### config.mk
export PLATFORM = sky130hd
export DESIGN_NAME = serial_subtractor
export DESIGN_NICKNAME = d
export VERILOG_FILES = /design/src/rtl/serial_subtractor_pkg.sv /design/src/rtl/serial_subtractor_full_subtractor.sv /design/src/rtl/serial_subtractor.sv
export SDC_FILE = /design/constraint.sdc
export NUM_CORES = 1
export LEC_CHECK = 0
export BUFFER_PORTS_ARGS = -buffer_cell sky130_fd_sc_hd__buf_2
export CORE_UTILIZATION = 49
export CTS_CLUSTER_SIZE = 12
export DETAILED_ROUTE_END_ITERATION = 7
export PLACE_DENSITY = 0.84
export SYNTH_ARGS = -nofsm -noshare
export SYNTH_HDL_FRONTEND = slang
export SYNTH_SLANG_ARGS = --single-unit
### constraint.sdc
create_clock -name clk -period 2.02 [get_ports clk]
set_input_delay 0.303 -clock clk [delete_from_list [all_inputs] [get_ports clk]]
set_output_delay 0.303 -clock clk [all_outputs]
set_load 0.02 [all_outputs]
### src/rtl/serial_subtractor_pkg.sv
// Shared types and sizing helpers for the bit-serial subtractor.
package serial_sub_pkg;

    typedef enum logic {
        IDLE = 1'b0,
        RUN  = 1'b1
    } state_t;

    localparam int unsigned WIDTH_DEF = 4;
    localparam int unsigned CNT_W     = $clog2(WIDTH_DEF);

    // Counter width for an arbitrary operand width; at least one bit.
    function automatic int unsigned cnt_width(input int unsigned w);
        return (w < 2) ? 1 : $clog2(w);
    endfunction

endpackage

### src/rtl/serial_subtractor_full_subtractor.sv
// Combinational 1-bit full subtractor: D = A - B - Bin, Bout = borrow out.
module full_subtractor (
    input  logic A,
    input  logic B,
    input  logic Bin,
    output logic D,
    output logic Bout
);

    assign D    = A ^ B ^ Bin;
    assign Bout = (~A & B) | (~(A ^ B) & Bin);

endmodule

### src/rtl/serial_subtractor.sv
// Bit-serial ripple-borrow subtractor: A - B - Bin, LSB first, one bit per enabled clock.
module serial_subtractor
    import serial_sub_pkg::*;
#(
    parameter int unsigned WIDTH = 4
) (
    input  logic             clk,
    input  logic             rst_n,
    input  logic             enable,
    input  logic             start,
    input  logic [WIDTH-1:0] A,
    input  logic [WIDTH-1:0] B,
    input  logic             Bin,
    output logic             busy,
    output logic             done,
    output logic [WIDTH:0]   Q
);

    localparam int unsigned CW = cnt_width(WIDTH);

    state_t           state_q;
    state_t           state_d;
    logic [WIDTH-1:0] sa;
    logic [WIDTH-1:0] sb;
    logic [WIDTH-1:0] diff;
    logic             bor;
    logic [CW-1:0]    cnt;

    logic             load;
    logic             step;
    logic             last;
    logic             d_bit;
    logic             bout;

    full_subtractor u_fs (
        .A    (sa[0]),
        .B    (sb[0]),
        .Bin  (bor),
        .D    (d_bit),
        .Bout (bout)
    );

    always_ff @(posedge clk) begin
        if (!rst_n) begin
            state_q <= IDLE;
        end else begin
            state_q <= state_d;
        end
    end

    // Next-state and datapath strobes; nothing advances while enable is low.
    always_comb begin
        state_d = state_q;
        load    = 1'b0;
        step    = 1'b0;
        last    = 1'b0;
        if (enable) begin
            case (state_q)
                IDLE: begin
                    if (start) begin
                        load    = 1'b1;
                        state_d = RUN;
                    end
                end
                RUN: begin
                    step = 1'b1;
                    if (cnt == CW'(WIDTH - 1)) begin
                        last    = 1'b1;
                        state_d = IDLE;
                    end
                end
                default: state_d = IDLE;
            endcase
        end
    end

    always_ff @(posedge clk) begin
        if (!rst_n) begin
            sa   <= '0;
            sb   <= '0;
            diff <= '0;
            bor  <= 1'b0;
            cnt  <= '0;
            busy <= 1'b0;
            done <= 1'b0;
            Q    <= '0;
        end else if (enable) begin
            busy <= (state_d == RUN);
            done <= last;
            if (load) begin
                sa  <= A;
                sb  <= B;
                bor <= Bin;
                cnt <= '0;
            end
            if (step) begin
                diff <= {d_bit, diff[WIDTH-1:1]};
                sa   <= sa >> 1;
                sb   <= sb >> 1;
                bor  <= bout;
                cnt  <= cnt + CW'(1);
            end
            // Final bit bypasses the difference register straight into Q.
            if (last) begin
                Q <= {bout, d_bit, diff[WIDTH-1:1]};
            end
        end
    end

endmodule

==> impl_results.md <==
- Sequential share of power: 0.519
- Maximum fanout along the worst path: 13
- Mux contribution to synthesized area: 0.0751
- Die X: about 46 um
- First-pass GRT wire length: approximately 3.0 mm
- Adder-Cell Fraction of Synth Area: 0.0349
- CTS H-tree lvls: 1
- Area after DPL: 1010 um^2
- Flops & latches, synth: 22
- Final hold violation count: 0
- Vias: 749
- Vias in the first global route: 747
- Worst Hold End: sa[3]
- Initial antenna violation count: 0
- First drt pass iteration count: 4
- GRT Residual Overflow: 0
- HPWL Detailed: about 1.3 mm
- Arrival @ worst endpoint: 1.55 ns
- Die H: between 40 and 50 um
- CTS resizes: 0
- Clock power share: 0.379
- Row cnt: 15
- Synth Area in XOR/XNOR: 0
- Min Hold Slack: 0.228 ns
- CTS max path bufs: 2
- Clk Latency, worst-skew pair: 0.31 ns
- RSZ-0062 raised after global routing: no
- R2r worst-path depth: 3
- Post-synth EDFFs: 0
- Core Area: 1760 um^2
- CTS tree: built
- Max VDD drop: 0.475 mV
- # port buffers: 19
- Post-synthesis async set-or-reset flop share: 0
- GP Congestion: approximately 0.73
- Highest Clock Rate: approximately 740 MHz
- Post-route cell area: 1070 um^2
- Library cells used by synthesis: 24
- Ratio of final minimum period to clock period: 0.672
- DR iter-0 viols: 13
- Layout Skew: about 0.012 ns
- WL per Instance: about 12 um
- Switch share: 0.229
- Worst-path clk slew: approximately 0.14 ns
- Critical Path RT: 2.21 ns
- Mapped Area: 933 um^2
- Type of the worst min-delay path: in -> reg
- Post-synthesis instance total: 101
- P_int: ~700 uW
- Synth warn: 0
- Antenna Diode Count: 0
- Worst slew pin tran: 0.702 ns
- Routed WL: 1.78 mm
- Starting Density: 0.529
- Post-synthesis sequential area ratio: 0.472
- Net Sw Power: slightly above 200 uW
- Fin Setup TNS: 0 ns
- Worst r2r dst: sb[1]
- Reg2reg start: state_q
- DR DRC count: 0
- DR vias/cell: roughly 5.2
- CTS sink cnt: 22
- Post-route ant nets: 0
- Slew HR: 0.532
- Largest family of logic cells by synthesized area: compound AO/OA/AOI/OAI gates
- Die area: 2080 um^2
- Syn_area_per_cell: 9.24 um^2
- Worst Setup End Kind: register
- Comb pwr share: 0.102
- Post-synthesis simple-gate area fraction: 0.155
- Leak Pwr: 0.000441 uW
- Synth-to-Final Area Change: 14.3%
- # setup viols final: 0
- Max-cap violations: 0
- Status: finished clean
- Layout fillers: 179
- Hold depth: 3
- Final Critical Period: 1.36 ns
- Hold-fix buffers, CTS: 0
- Top FF cell, synth: dfxtp_1
- Post-CTS setup buffer count: 0
- Num CTS Buffers: 3
- Syn nets: 116
- Layout cells sized above 1: 0.237
- I/O pin cnt: 20
- Power per Cell Area: between 800 and 900 nW/um^2
- HP Start: A[3]
- R2r setup slk: 0.66 ns
- Largest net degree at the start of global routing: 21
- Nature of the critical path startpoint: register
- Post-synthesis compound-gate area fraction: 0.198
- Setup CP Type: reg -> reg
- Final Net Count: 134
- Max Transition Viols Final: 0
- GRT Total Usage: 0.208
- Clock tree root driver cell: clkbuf_4
sequential cells by signal, summed over array words and instances (netlist names):
name and flops:
sa 4, sb 4, done 1, bor 1, cnt 2, Q 5, diff 3, state_q 1
busy 1
metal layers:
layer / GRT usage / vias up / wire length, um
li1: - / 378 / -
met1: 0.231 / 350 / 806
met2: 0.349 / 19 / 898
met3: 0.0595 / 2 / 63
met4: 0.121 / 0 / 14
met5: 0 / - / 0
synth_stat cells (2+ instances only):
library cell	instances	share of area
clkbuf_1	2	0.0080
nor2_1	11	0.044
inv_1	4	0.016
buf_6	2	0.024
dfxtp_1	22	0.47
a22oi_1	3	0.024
buf_4	2	0.016
a211oi_1	3	0.024
a21oi_1	12	0.064
a211oi_2	4	0.054
o21ai_0	2	0.011
nand2_1	16	0.064
mux2i_1	7	0.075
power by group through the flow:
stage	registers (uW)	logic [uW]	clock network [uW]
floorplan	471	73.3	0
global placement	475	86.5	0
detailed placement	476	90.6	0
CTS	466	91.4	342
global route	468	102	373
finish	466	92.1	341
final cells by class:
type / instances / area (um^2) / share of cell area
Sequential cell: 22 / 440 / 0.413
Multi-Input combinational cell: 69 / 433 / 0.406
Timing Repair Buffer: 19 / 95.1 / 0.0891
Tap cell: 25 / 31.3 / 0.0293
Clock inverter: 1 / 30.0 / 0.0281
Clock buffer: 3 / 22.5 / 0.0211
Inverter: 4 / 15.0 / 0.0141
cells by family (layout without fill, tap and decap cells):
kind of cell             count (synthesis)  in the layout
flip-flops                              22             22
multiplexers                             7              7
adder cells (fa/ha/maj)                  2              2
buffers and inverters                   10             27
AND/OR/NAND/NOR                         34             34
AO/OA/AOI/OAI                           26             26
cells in the final DEF (no fill, tap or decap):
| master | instances |
|---|---|
| a21oi_1 | 12 |
| mux2i_1 | 7 |
| clkbuf_4 | 3 |
| bufinv_16 | 1 |
| a211oi_2 | 4 |
| o21ai_1 | 1 |
| buf_2 | 19 |
| nor2b_1 | 1 |
| fa_1 | 1 |
| inv_1 | 4 |
| and3b_1 | 1 |
| and3_1 | 1 |
| a211oi_1 | 3 |
| and2_1 | 1 |
| a22oi_1 | 3 |
| nand2b_1 | 1 |
| nor2_1 | 11 |
| nand2_1 | 16 |
| nand3_1 | 1 |
| o21ai_0 | 2 |
| dfxtp_1 | 22 |
| ha_1 | 1 |
| nor3_1 | 1 |
| o21a_4 | 1 |
through the flow:
step                      worst slack (ns)   util  total power, uW  std cells
after floorplan                      0.850      -              544        101
after global placement               0.749  0.575              561        139
after detailed placement             0.714  0.575              567        139
after CTS                            0.685  0.605              900        143
after global routing                 0.533  0.605              943        143
final                                0.663  0.605              899        143
how the worst max path moves through the flow:
stage | startpoint | to | cells past startpoint
after floorplan | sb[0] | bor | 5
after global placement | state_q | Q[4] | 3
after detailed placement | state_q | Q[4] | 3
after CTS | state_q | sb[1] | 3
after global routing | state_q | Q[4] | 3
final | state_q | sb[1] | 3
worst max-delay path, stage by stage, from the launching register on:
cell and delay, ns:
dfxtp_1 0.65, nand2_1 0.26, o21ai_0 0.24, a21oi_1 0.08
Note: power is estimated with default switching activity, not from simulation.
